### config.mk
export PLATFORM = sky130hd
export DESIGN_NAME = mhp_rx_parser
export DESIGN_NICKNAME = d
export VERILOG_FILES = /design/src/rtl/mhp_rx_parser.sv
export SDC_FILE = /design/constraint.sdc
export NUM_CORES = 1
export LEC_CHECK = 0
export CAP_MARGIN = 20
export CORE_ASPECT_RATIO = 0.7
export CORE_UTILIZATION = 59
export DETAILED_ROUTE_END_ITERATION = 7
export PLACE_DENSITY = 0.73
export SETUP_SLACK_MARGIN = 0.5
export SYNTH_ARGS = -nofsm -noshare
export SYNTH_HDL_FRONTEND = slang
export SYNTH_SLANG_ARGS = --single-unit
### constraint.sdc
create_clock -name i_clk -period 4 [get_ports i_clk]
set_input_delay 0.8 -clock i_clk [delete_from_list [all_inputs] [get_ports i_clk]]
set_output_delay 0.8 -clock i_clk [all_outputs]
set_load 0.03 [all_outputs]
### src/rtl/mhp_rx_parser.sv
// mhp_rx_parser: receive-side MHP frame parser.
// Pulls bytes from the eth RX FIFO one at a time, decodes the MHP header,
// buffers the payload, checks the 16-bit sum, filters on destination and
// holds a good frame for the command handler until it is acknowledged.
`timescale 1ns/1ps
module mhp_rx_parser #(
   parameter logic [15:0] MY_ADDR      = 16'h0001,
   parameter int          MAX_PAYLOAD  = 64,
   parameter int          IDLE_TIMEOUT = 62
) (
   input  logic        i_clk,
   input  logic        i_rst,
   input  logic [7:0]  i_rdata,
   input  logic        i_rready,
   output logic        o_rreq,
   output logic        o_frame_valid,
   output logic        o_frame_err,
   output logic [1:0]  o_err_code,
   output logic [15:0] o_dst,
   output logic [15:0] o_src,
   output logic [15:0] o_size,
   output logic [6:0]  o_type,
   output logic        o_direction,
   input  logic [7:0]  i_pl_addr,
   output logic [7:0]  o_pl_data,
   input  logic        i_frame_ack
);

   localparam int AW = (MAX_PAYLOAD > 1) ? $clog2(MAX_PAYLOAD) : 1;
   localparam int TW = $clog2(IDLE_TIMEOUT + 1);

   localparam logic [1:0] ERR_CS    = 2'd1;
   localparam logic [1:0] ERR_TRUNC = 2'd2;
   localparam logic [1:0] ERR_OVER  = 2'd3;

   // WAIT/CAPTURE form the byte fetch handshake; the phase says what the
   // captured byte means.
   typedef enum logic [2:0] {
      S_IDLE, S_WAIT, S_CAPTURE, S_CHECK, S_HOLD
   } state_t;

   typedef enum logic [1:0] {
      P_HDR, P_PAYLOAD, P_CS, P_DRAIN
   } phase_t;

   state_t state_q, state_d;
   phase_t phase_q, phase_d;

   logic [15:0]   cnt_q;
   logic [TW-1:0] tmo_q;
   logic [15:0]   sum_q;
   logic [15:0]   scs_q;
   logic [7:0]    dtype_q;
   logic          good_q;
   logic          err_pend_q;
   logic [1:0]    pend_code_q;

   logic [7:0]    pl_mem [MAX_PAYLOAD];

   logic          rreq_c;
   logic          tmo_hit;
   logic          hdr_last;
   logic          pl_last;
   logic          cs_last;
   logic          oversize;
   logic          dst_ok;
   logic          pl_wr;
   logic [AW-1:0] pl_rd_idx;
   logic          pl_addr_unused;

   // Upper address bits are don't-care when the buffer is smaller than 256.
   assign pl_rd_idx      = i_pl_addr[AW-1:0];
   assign pl_addr_unused = ^i_pl_addr;

   assign tmo_hit  = (tmo_q == TW'(IDLE_TIMEOUT - 1));
   assign hdr_last = (cnt_q == 16'd6);
   assign pl_last  = ((cnt_q + 16'd1) == o_size);
   assign cs_last  = (cnt_q == 16'd1);
   assign oversize = (o_size > 16'(MAX_PAYLOAD));
   assign dst_ok   = (o_dst == MY_ADDR) || (o_dst == 16'hFFFF);
   assign pl_wr    = (state_q == S_CAPTURE) && (phase_q == P_PAYLOAD);

   assign o_type      = dtype_q[6:0];
   assign o_direction = dtype_q[7];
   // Pop request is combinational so the byte lands in the CAPTURE cycle;
   // it is masked during reset so every output reads 0 while i_rst is high.
   assign o_rreq      = rreq_c & ~i_rst;

   // State and phase registers.
   always_ff @(posedge i_clk) begin
      if (i_rst) begin
         state_q <= S_IDLE;
         phase_q <= P_HDR;
      end else begin
         state_q <= state_d;
         phase_q <= phase_d;
      end
   end

   // Next state, next phase and the fetch request.
   always_comb begin
      state_d = state_q;
      phase_d = phase_q;
      rreq_c  = 1'b0;
      unique case (state_q)
         S_IDLE: begin
            if (i_rready) begin
               rreq_c  = 1'b1;
               state_d = S_CAPTURE;
               phase_d = P_HDR;
            end
         end
         S_WAIT: begin
            if (i_rready) begin
               rreq_c  = 1'b1;
               state_d = S_CAPTURE;
            end else if (tmo_hit) begin
               state_d = (phase_q == P_DRAIN && good_q) ? S_HOLD : S_IDLE;
            end
         end
         S_CAPTURE: begin
            state_d = S_WAIT;
            unique case (phase_q)
               P_HDR: begin
                  if (hdr_last) begin
                     if (oversize)             phase_d = P_DRAIN;
                     else if (o_size == 16'd0) phase_d = P_CS;
                     else                      phase_d = P_PAYLOAD;
                  end
               end
               P_PAYLOAD: begin
                  if (pl_last) phase_d = P_CS;
               end
               P_CS: begin
                  if (cs_last) state_d = S_CHECK;
               end
               default: ;
            endcase
         end
         S_CHECK: begin
            state_d = S_WAIT;
            phase_d = P_DRAIN;
         end
         S_HOLD: begin
            if (i_frame_ack) state_d = S_IDLE;
         end
         default: state_d = S_IDLE;
      endcase
   end

   // Datapath: byte counter, timeout, sum, header fields and frame verdict.
   always_ff @(posedge i_clk) begin
      if (i_rst) begin
         cnt_q         <= '0;
         tmo_q         <= '0;
         sum_q         <= '0;
         scs_q         <= '0;
         o_dst         <= '0;
         o_src         <= '0;
         o_size        <= '0;
         dtype_q       <= '0;
         good_q        <= 1'b0;
         err_pend_q    <= 1'b0;
         pend_code_q   <= '0;
         o_frame_valid <= 1'b0;
         o_frame_err   <= 1'b0;
         o_err_code    <= '0;
      end else begin
         o_frame_err <= 1'b0;
         unique case (state_q)
            S_IDLE: begin
               cnt_q      <= '0;
               tmo_q      <= '0;
               sum_q      <= '0;
               good_q     <= 1'b0;
               err_pend_q <= 1'b0;
            end
            S_WAIT: begin
               if (i_rready) begin
                  tmo_q <= '0;
               end else if (tmo_hit) begin
                  tmo_q <= '0;
                  if (phase_q != P_DRAIN) begin
                     o_frame_err <= 1'b1;
                     o_err_code  <= ERR_TRUNC;
                  end else if (good_q) begin
                     o_frame_valid <= 1'b1;
                  end else if (err_pend_q) begin
                     o_frame_err <= 1'b1;
                     o_err_code  <= pend_code_q;
                  end
               end else begin
                  tmo_q <= tmo_q + TW'(1);
               end
            end
            S_CAPTURE: begin
               unique case (phase_q)
                  P_HDR: begin
                     sum_q <= sum_q + {8'd0, i_rdata};
                     case (cnt_q[2:0])
                        3'd0:    o_dst[15:8]  <= i_rdata;
                        3'd1:    o_dst[7:0]   <= i_rdata;
                        3'd2:    o_src[15:8]  <= i_rdata;
                        3'd3:    o_src[7:0]   <= i_rdata;
                        3'd4:    o_size[15:8] <= i_rdata;
                        3'd5:    o_size[7:0]  <= i_rdata;
                        default: dtype_q      <= i_rdata;
                     endcase
                     if (hdr_last) begin
                        cnt_q <= '0;
                        if (oversize) begin
                           err_pend_q  <= 1'b1;
                           pend_code_q <= ERR_OVER;
                        end
                     end else begin
                        cnt_q <= cnt_q + 16'd1;
                     end
                  end
                  P_PAYLOAD: begin
                     sum_q <= sum_q + {8'd0, i_rdata};
                     cnt_q <= pl_last ? 16'd0 : cnt_q + 16'd1;
                  end
                  P_CS: begin
                     if (cs_last) begin
                        scs_q[7:0] <= i_rdata;
                        cnt_q      <= '0;
                     end else begin
                        scs_q[15:8] <= i_rdata;
                        cnt_q       <= 16'd1;
                     end
                  end
                  default: ;
               endcase
            end
            S_CHECK: begin
               // A frame for another node is dropped without any report.
               if (dst_ok) begin
                  if (scs_q != sum_q) begin
                     err_pend_q  <= 1'b1;
                     pend_code_q <= ERR_CS;
                  end else begin
                     good_q <= 1'b1;
                  end
               end
            end
            S_HOLD: begin
               if (i_frame_ack) o_frame_valid <= 1'b0;
            end
            default: ;
         endcase
      end
   end

   // Payload buffer write; contents are not reset.
   always_ff @(posedge i_clk) begin
      if (!i_rst && pl_wr) pl_mem[cnt_q[AW-1:0]] <= i_rdata;
   end

   // Registered payload read port, usable in any state.
   always_ff @(posedge i_clk) begin
      if (i_rst) o_pl_data <= '0;
      else       o_pl_data <= pl_mem[pl_rd_idx];
   end

endmodule

==> results.ini <==
[global_routing]
grt_usage_pct=28.6
grt_pass1_vias=14400
grt_overflow_total=0
grt_pass1_wl_um=92300
antenna_found_initial=6
grt_max_degree=74

[sta]
tns_ps=0
rsz0062_at_grt=true
tightest_slew_ps=1120
slew_headroom_pct=25.5
slew_violations=0
clock.fmax_ghz=0.297
setup_slack_ps=630
fin_skew_ps=11.9
fin_crit_ps=3370
hold_viol=0
final.period_utilization_pct=84.2
setup_viol=0

[place]
dp_hpwl_um=39900
dp.cells=2279
portBuffers=86
place_ws_ps=397
place_congestion=0.881

[run]
cap_violations=0

[floorplanning]
coreArea_um2=43600
fp.dieH_um=178
initial_core_util_pct=59.8
ios=89
fp.dieArea_um2=45100
die_width_um=253
num_rows=64

[logic_synthesis]
ys_warn_count=0
syn_area_per_cell_um2=16.5
syn_inst=1580
yosysUniqueCellTypes=66
ys_ff_latch=643
ys.flop_type=edfxtp_1
syn-num-nets=1620
ys_seq_area_share_pct=69.0
async_flop_share_pct=0
netlist_area_um2=26100
synth_edf_count=512

[clock_tree]
cts_root_buffer=clkbuf_16
clkSinkCount=643
path_clk_slew_ps=70
clockBufferDepth=3
clock_latency_ps=590
cts_made_buffers=56
cts_tree=yes
h-tree-depth=2

[final_layout]
instances_no_fill=2391
area_growth_pct=15.8
post-route-util_pct=69.3
final_cell_mix=edfxtp_1, nor2_1, mux4_2
layout_commonest_cell=edfxtp_1
fin_nets=1785
drive_above_1_share_pct=22.2

[drt]
drt.antenna.violating_nets=0
vias=15000
drtIter0Drc=1560
totalWireLength_um=63200
via_per_inst=6.29
remaining_drc_errors=0
firstDrtPassIters=5
wl_per_cell_um=26.4

[status]
status=complete, no violations

[hold_path]
hold_end=pend_code_q[0]
min_path_type=register to register
hp-start=pend_code_q[0]
hold_path_depth=2

[worst_setup_path]
r2r_cells=10
slowest_stage=or4_1
reg2reg_slack_ps=630
timing.rr.end=cnt_q[11]
crit_fanout=15
crit_path_end_kind=register
criticalPathCategory=register to register
cp.required_ps=4530
cpPeakStageDelay_ps=640
cpMostUsedCell=buf_4
arrival_ps=3900
r2r-start=cnt_q[6]
start_kind=register
critical_path.cell_chain=nand4_2 > or4_1 > xnor2_1 > o2111ai_1 > o41ai_2 > buf_4 > a211oi_4 > buf_4 > o311a_1 > a221o_1

[power]
leakagePower_uw=0.0101
peakVddDrop_mv=0.396
power.density_nw_per_um2=462

==> layer usage <==
metal	part of all wire (%)	up-vias	global-route usage, %
met1	41	7670	42.7
met4	2.0	2	6.31
met5	0.021	-	0
met3	11	99	8.13
li1	-	6511	-
met2	45	756	42.1
==> power breakdown <==
group	internal (uW)	leakage (uW)	switching (uW)
clock network	3360	0.000957	2400
registers	7240	0.00566	34.4
logic	363	0.00350	578
total	11000	0.0101	3010
==> timing repair <==
action,in CTS,in global routing
pin swaps,0,2
hold buffers,0,0
setup buffers,0,2
endpoints found under the setup margin,5,7
gates resized for setup,1,3
==> cell families (layout without fill, tap and decap cells) <==
logic type | after synthesis | in the layout | share of synthesized area [%]
AOI/OAI and AO/OA | 125 | 125 | 3.04
xor gates and xnor gates | 46 | 46 | 1.54
adders and majority gates | 20 | 20 | 0.988
buffers and inverters | 107 | 320 | 1.61
DFF | 643 | 643 | 69.0
muxes | 213 | 213 | 16.2
other | 0 | 4 | 0
and+or+nand+nor | 426 | 426 | 7.63
==> sequential cells by signal, indices dropped and copies added, names as in the netlist <==
| name | count |
|---|---|
| pend_code_q | 2 |
| good_q | 1 |
| phase_q | 2 |
| sum_q | 16 |
| cnt_q | 16 |
| err_pend_q | 1 |
| o_err_code | 2 |
| o_pl_data | 8 |
| tmo_q | 6 |
| o_frame_err | 1 |
| state_q | 3 |
| o_frame_valid | 1 |
| o_dst | 16 |
| scs_q | 16 |
| o_size | 16 |
| dtype_q | 8 |
| o_src | 16 |
| pl_mem | 512 |
==> worst max-delay path, delay by kind of cell, from the launching register on <==
family,cells,cell delay [ps]
AO/OA/AOI/OAI,5,1190
flip-flops,1,500
buffers and inverters,2,420
XOR/XNOR,1,210
AND/OR/NAND/NOR,2,990
==> cell usage after synthesis (all sizes together) (18+ instances only) <==
cell / count / area share, %
clkbuf: 64 / 0.92
buf: 25 / 0.43
dfxtp: 131 / 10
ha: 19 / 0.91
mux2i: 45 / 1.7
a21oi: 64 / 1.2
nand2: 89 / 1.3
edfxtp: 512 / 59
xor2: 31 / 1.0
nor2: 174 / 2.5
mux4: 168 / 14
nor2b: 18 / 0.43
nand3: 50 / 0.98
==> through the flow <==
stage	hold slack, ps	total power [uW]	instance area, um2
4_1_cts	455	14000	30200
6_report	456	14000	30200
3_3_place_gp	438	8320	28200
5_1_grt	475	14400	30200
3_5_place_dp	446	8340	28200
2_1_floorplan	426	7970	26100
==> layout make-up <==
cell class / instances / area (um2)
well taps: 594 / 743
clock inverters: 37 / 454
fillers: 2828 / 13400
inverters: 18 / 67.6
flip-flops and latches: 643 / 18000
clock buffers: 69 / 1520
repair buffers: 196 / 1720
multi-input cells: 830 / 7700
diodes: 4 / 10.0
==> worst max path at each step <==
stage	from	end	slack, ps	depth (start not counted)
global route	cnt_q[0]	cnt_q[4]	450	12
global placement	i_pl_addr[0]	o_pl_data[3]	580	6
detailed placement	cnt_q[6]	cnt_q[10]	400	9
finish	cnt_q[6]	cnt_q[11]	630	10
CTS	cnt_q[6]	cnt_q[6]	670	8
floorplan	i_pl_addr[0]	o_pl_data[5]	670	6
No activity file was read; power rests on OpenSTA's default activity.
